$ cat config.mk
export PLATFORM = sky130hd
export DESIGN_NAME = intersection_sequencer
export DESIGN_NICKNAME = d
export VERILOG_FILES = /design/src/rtl/intersection_sequencer.sv
export SDC_FILE = /design/constraint.sdc
export NUM_CORES = 1
export LEC_CHECK = 0
export CAP_MARGIN = 5
export CORE_MARGIN = 4
export CORE_UTILIZATION = 45
export CTS_CLUSTER_DIAMETER = 120
export DETAILED_ROUTE_END_ITERATION = 12
export PLACE_DENSITY = 0.74
export REMOVE_ABC_BUFFERS = 1
export SYNTH_ARGS = -nofsm -noshare
export SYNTH_HDL_FRONTEND = slang
export SYNTH_SLANG_ARGS = --single-unit
$ cat constraint.sdc
create_clock -name clk -period 1.9 [get_ports clk]
set_input_delay 0.38 -clock clk [delete_from_list [all_inputs] [get_ports clk]]
set_output_delay 0.38 -clock clk [all_outputs]
set_load 0.005 [all_outputs]
$ cat src/rtl/intersection_sequencer.sv
// Two-approach traffic sequencer: NS rests green, EW served on car/ped demand, with ped walk and emergency preemption.
// Latency: phase changes take effect on the clk edge where the internal tick is high; outputs decode state combinationally.
// Backpressure: none; requests are latched or sampled as levels and served when the phase sequence allows.
module intersection_sequencer #(
   parameter int unsigned TICK_DIV  = 6,
   parameter int unsigned GREEN_NS  = 8,
   parameter int unsigned GREEN_EW  = 5,
   parameter int unsigned MIN_GREEN = 3,
   parameter int unsigned YELLOW_T  = 3,
   parameter int unsigned ALLRED_T  = 1,
   parameter int unsigned TW        = 4
) (
   input  logic       clk,
   input  logic       rst,
   input  logic       ped_ns,
   input  logic       ped_ew,
   input  logic       car_ew,
   input  logic       emg,
   output logic [2:0] ns_light,
   output logic [2:0] ew_light,
   output logic       walk_ns,
   output logic       walk_ew,
   output logic [2:0] phase,
   output logic       tick
);

   localparam int unsigned CW = (TICK_DIV > 1) ? $clog2(TICK_DIV) : 1;

   localparam logic [CW-1:0] CNT_LAST     = CW'(TICK_DIV - 1);
   localparam logic [TW-1:0] MIN_GREEN_M1 = TW'(MIN_GREEN - 1);
   localparam logic [TW-1:0] GREEN_NS_M1  = TW'(GREEN_NS - 1);
   localparam logic [TW-1:0] GREEN_EW_M1  = TW'(GREEN_EW - 1);
   localparam logic [TW-1:0] YELLOW_M1    = TW'(YELLOW_T - 1);
   localparam logic [TW-1:0] ALLRED_M1    = TW'(ALLRED_T - 1);
   localparam logic [TW-1:0] TIMER_MAX    = '1;

   localparam logic [2:0] RED = 3'b100;
   localparam logic [2:0] YEL = 3'b010;
   localparam logic [2:0] GRN = 3'b001;

   typedef enum logic [2:0] {
      NS_G  = 3'd0,
      NS_Y  = 3'd1,
      RED_A = 3'd2,
      EW_G  = 3'd3,
      EW_Y  = 3'd4,
      RED_B = 3'd5
   } state_t;

   state_t        state_q, state_d;
   logic [TW-1:0] timer_q, timer_d;
   logic [CW-1:0] cnt_q, cnt_d;
   logic          ped_ns_l_q, ped_ns_l_d;
   logic          ped_ew_l_q, ped_ew_l_d;
   logic          ew_demand;

   assign tick      = (cnt_q == CNT_LAST);
   assign ew_demand = car_ew | ped_ew_l_q;

   // Prescaler: free-running 0..TICK_DIV-1, wrapping on the tick cycle
   always_comb begin
      cnt_d = cnt_q + CW'(1);
      if (tick) begin
         cnt_d = '0;
      end
   end

   // Next-state, phase timer and pedestrian latch update
   always_comb begin
      state_d    = state_q;
      timer_d    = timer_q;
      ped_ns_l_d = ped_ns_l_q;
      ped_ew_l_d = ped_ew_l_q;

      if (tick) begin
         case (state_q)
            NS_G: begin
               if (emg) begin
                  state_d = NS_Y;
               end else if (ped_ew_l_q && (timer_q >= MIN_GREEN_M1)) begin
                  state_d = NS_Y;
               end else if ((timer_q >= GREEN_NS_M1) && ew_demand) begin
                  state_d = NS_Y;
               end
            end
            EW_G: begin
               if (emg) begin
                  state_d = EW_Y;
               end else if (ped_ns_l_q && (timer_q >= MIN_GREEN_M1)) begin
                  state_d = EW_Y;
               end else if (timer_q == GREEN_EW_M1) begin
                  state_d = EW_Y;
               end
            end
            // Yellow always runs to completion, even under preemption
            NS_Y: begin
               if (timer_q == YELLOW_M1) begin
                  state_d = RED_A;
               end
            end
            EW_Y: begin
               if (timer_q == YELLOW_M1) begin
                  state_d = RED_B;
               end
            end
            // Preemption parks the intersection in all-red; the >= test lets
            // it leave on the first tick after emg drops
            RED_A: begin
               if (!emg && (timer_q >= ALLRED_M1)) begin
                  state_d = EW_G;
               end
            end
            RED_B: begin
               if (!emg && (timer_q >= ALLRED_M1)) begin
                  state_d = NS_G;
               end
            end
            default: state_d = RED_B;
         endcase

         if (state_d != state_q) begin
            timer_d = '0;
         end else if (timer_q != TIMER_MAX) begin
            timer_d = timer_q + TW'(1);
         end

         // Entering a green serves the walk request for that direction
         if ((state_d == NS_G) && (state_q != NS_G)) begin
            ped_ns_l_d = 1'b0;
         end
         if ((state_d == EW_G) && (state_q != EW_G)) begin
            ped_ew_l_d = 1'b0;
         end
      end

      // A request arriving on the serving tick stays pending
      if (ped_ns) begin
         ped_ns_l_d = 1'b1;
      end
      if (ped_ew) begin
         ped_ew_l_d = 1'b1;
      end
   end

   // All state flops, asynchronously reset to the all-red RED_B rest point
   always_ff @(posedge clk or posedge rst) begin
      if (rst) begin
         state_q    <= RED_B;
         timer_q    <= '0;
         cnt_q      <= '0;
         ped_ns_l_q <= 1'b0;
         ped_ew_l_q <= 1'b0;
      end else begin
         state_q    <= state_d;
         timer_q    <= timer_d;
         cnt_q      <= cnt_d;
         ped_ns_l_q <= ped_ns_l_d;
         ped_ew_l_q <= ped_ew_l_d;
      end
   end

   // Signal head and walk decode; any unlisted code shows all red
   always_comb begin
      ns_light = RED;
      ew_light = RED;
      walk_ns  = 1'b0;
      walk_ew  = 1'b0;
      case (state_q)
         NS_G: begin
            ns_light = GRN;
            walk_ns  = 1'b1;
         end
         NS_Y: ns_light = YEL;
         EW_G: begin
            ew_light = GRN;
            walk_ew  = 1'b1;
         end
         EW_Y: ew_light = YEL;
         default: begin
            ns_light = RED;
            ew_light = RED;
         end
      endcase
   end

   assign phase = state_q;

endmodule

==> impl_metrics.ini <==
[floorplanning]
design.die.area_mm2 = 0.00284
row_count = 16
num_io_pins = 18
core_region_area_mm2 = 0.00196
dieHeight_um = 53.3
floorplan.initialDensity_pct = 47.0
die-width_um = 53.3

[setup_path]
cp_slowest_stage_delay_ps = 440
worstSetupEndpointType = register
critical_path.slowest_cell = sky130_fd_sc_hd__or4_4
path_cells = inv_2, ha_2, or4_4, o2bb2ai_4, o41ai_4, a21oi_2, o21a_2, a211oi_2
startpoint_type = register
path_class = reg2reg
crit_family = compound AO/OA/AOI/OAI gates
path_buf_inv = 1
crit_arrival_ps = 2290
critical_path.max_fanout = 4
cp.required_ps = 2090

[cts]
clkSinkCount = 12
cts_hold_repair.buffers = 0
ctsHtreeMaxLevel = 1
cts_made_buffers = 3
max_root_sink_buffers = 2
clk_transition_reported_paths_ps = 80
cts_tree = built
cts_root_buffer = sky130_fd_sc_hd__clkbuf_4
clkLatencyLatePin_ps = 280

[sta]
post-route-period-util_pct = 110
final.min_clock_period_ps = 2090
worst-slew-pin-transition_ps = 464
finalSetupTns_ps = -988
setup_ws_final_ps = -193
setup_violations = 7
timing.final.hold_violations = 0
rsz0062_at_grt = true
clock_skew_ps = 7.97
clock.fmax_ghz = 0.478
max_slew_margin_pct = 69.0
number_of_pins_exceeding_their_max_slew_limit_in_the_final_report = 0

[drt]
dr_total_vias = 997
drtIter0Drc = 13
post-route-drc-count = 0
totalWireLength_um = 2780
drt_pass1_iterations = 4
drt-wirelength-per-cell_um = 15.8
drt-vias-per-instance = 5.66
postRouteAntennaNets = 0

[cells_and_area]
final.fill_count = 147
drive_above_1_share_pct = 40.3
combined_area_of_the_multi_input_logic_cells_um2 = 649
sequential_cell_area_um2 = 303
design.final.nets = 159
areaGrowthSynthToFinish_pct = 60.8
insertedDiodeCount = 0

[min_path]
hold_path_class = in2async

[global_route]
all_layer_gr_usage_pct = 19.6
vias_in_the_first_global_route = 904
globalRouteOverflowTotal = 0
number_of_antenna_violations_at_the_first_check_in_global_routing = 0
grt_pass1_wl_um = 4050
grt_max_degree = 14

[placement]
dp_slack_ps = -226
post-dp-hpwl_um = 1850
number_of_input_and_output_port_buffers_inserted = 17
gpl.final_weighted_congestion = 0.811

[synthesis]
yosys-top-cells-area = sky130_fd_sc_hd__dfrtp_1 (27%), sky130_fd_sc_hd__dfstp_2 (5.7%), sky130_fd_sc_hd__a21oi_1 (5.4%)
mean_syn_cell_area_um2 = 8.54
number_of_synthesized_register_bits = 12
async_reset_ff_share_pct = 100
yosysTopAreaCellShare_pct = 27.1
syn_inst = 108
synth.cells.most_frequent = sky130_fd_sc_hd__nor2_1 (11), sky130_fd_sc_hd__a21oi_1 (10), sky130_fd_sc_hd__dfrtp_1 (10), sky130_fd_sc_hd__nand2_1 (8), sky130_fd_sc_hd__inv_1 (7)
synth_top_flop_cell = sky130_fd_sc_hd__dfrtp_1
synth.yosys.seq_area_share_pct = 32.8
syn_area_um2 = 922
yosys.cell_types.count = 46
synth-edff-count = 0
synth.most_common_cell = sky130_fd_sc_hd__nor2_1
post-synth-top-area-cell = sky130_fd_sc_hd__dfrtp_1
yosysWarnings = 0

[job]
max_cap_viol_count = 0

[pwr]
powerDensity_mw_per_mm2 = 1030
p_leak_uw = 0.000676
report.power.total_uw = 1530
irDropWorstVdd_mv = 0.656

[outcome]
violations = negative setup slack
run_status = complete, but fails checks
[logic make-up after synthesis]
| logic type | after synthesis | share of synthesized area [%] |
|---|---|---|
| multiplexers | 4 | 4.48 |
| flip-flops | 12 | 32.8 |
| AND/OR/NAND/NOR | 35 | 19.5 |
| XOR/XNOR | 1 | 0.950 |
| buffers and inverters | 18 | 9.36 |
| adder cells (fa/ha/maj) | 3 | 4.07 |
| AO/OA/AOI/OAI | 35 | 28.8 |
[what timing repair did]
action                     in CTS  in global routing
setup endpoints to repair      16                 14
resized for setup              20                 16
pin swaps                       7                  0
setup buffers                   3                  6
[power by group]
part	leakage, uW	switching [uW]	internal [uW]
sequential	0.000142	34.9	296
clock	0.0000210	90.6	117
combinational	0.000512	467	524
[routing by layer]
layer,up-vias,routed length (um),track usage (%)
met5,-,0,0
met1,473,1200,23.4
met2,37,1410,35.5
met4,0,38,7.66
met3,7,121,1.97
li1,480,-,-
[worst reg2reg max path: stages, from the launching register on]
cell,delay [ps]
sky130_fd_sc_hd__dfrtp_1,380
sky130_fd_sc_hd__inv_2,60
sky130_fd_sc_hd__ha_2,190
sky130_fd_sc_hd__or4_4,440
sky130_fd_sc_hd__o2bb2ai_4,160
sky130_fd_sc_hd__o41ai_4,260
sky130_fd_sc_hd__a21oi_2,50
sky130_fd_sc_hd__o21a_2,250
sky130_fd_sc_hd__a211oi_2,220
[through the flow]
step / util, % / instance area, um2 / hold WS, ps / instances
finish: 75.6 / 1480 / 399 / 176
global route: 75.6 / 1480 / 435 / 176
CTS: 68.4 / 1340 / 413 / 170
detailed placement: 62.8 / 1230 / 499 / 163
global placement: 62.8 / 1230 / 483 / 163
floorplan: - / 862 / 243 / 97
[area by class of cell]
type	instances	share of cell area [%]
clock buffers	4	2.45
inverters	7	1.77
multi-input cells	78	43.8
flip-flops and latches	12	20.4
well taps	27	2.28
repair buffers	48	29.3
[cells in the final DEF (no fill, tap or decap), types with 2 or more instances in the layout]
| master | n |
|---|---|
| sky130_fd_sc_hd__buf_4 | 26 |
| sky130_fd_sc_hd__dfrtp_1 | 10 |
| sky130_fd_sc_hd__nor2_1 | 9 |
| sky130_fd_sc_hd__clkdlybuf4s50_1 | 8 |
| sky130_fd_sc_hd__a21oi_1 | 7 |
| sky130_fd_sc_hd__nand2_1 | 7 |
| sky130_fd_sc_hd__inv_1 | 6 |
| sky130_fd_sc_hd__dlygate4sd2_1 | 6 |
| sky130_fd_sc_hd__mux2i_1 | 3 |
| sky130_fd_sc_hd__a31oi_1 | 3 |
| sky130_fd_sc_hd__nand3_1 | 3 |
| sky130_fd_sc_hd__clkbuf_4 | 3 |
| sky130_fd_sc_hd__dlymetal6s2s_1 | 3 |
| sky130_fd_sc_hd__buf_6 | 3 |
| sky130_fd_sc_hd__nand3b_1 | 2 |
| sky130_fd_sc_hd__a21oi_2 | 2 |
| sky130_fd_sc_hd__o31ai_1 | 2 |
| sky130_fd_sc_hd__nor3_1 | 2 |
| sky130_fd_sc_hd__o22ai_2 | 2 |
| sky130_fd_sc_hd__ha_1 | 2 |
| sky130_fd_sc_hd__dfstp_2 | 2 |
[state kept, by name (all words and copies together), names as in the netlist]
register and count:
ped_ns_l_q 1, timer_q 4, cnt_q 3, ped_ew_l_q 1, phase 3
[path summary, 6_finish.rpt]
check / from / end / slack [ps] / depth (start not counted)
min in group clk: cnt_q[0] / cnt_q[0] / 500 / 1
setup reg to reg: timer_q[0] / timer_q[2] / -190 / 8
hold reg to reg: cnt_q[0] / cnt_q[0] / 500 / 1
hold / removal: rst / timer_q[3] / 400 / 2
max in group asynchronous: rst / phase[2] / 1150 / 2
setup / recovery: timer_q[0] / timer_q[2] / -190 / 8
Power figures use the tool's default switching activity.
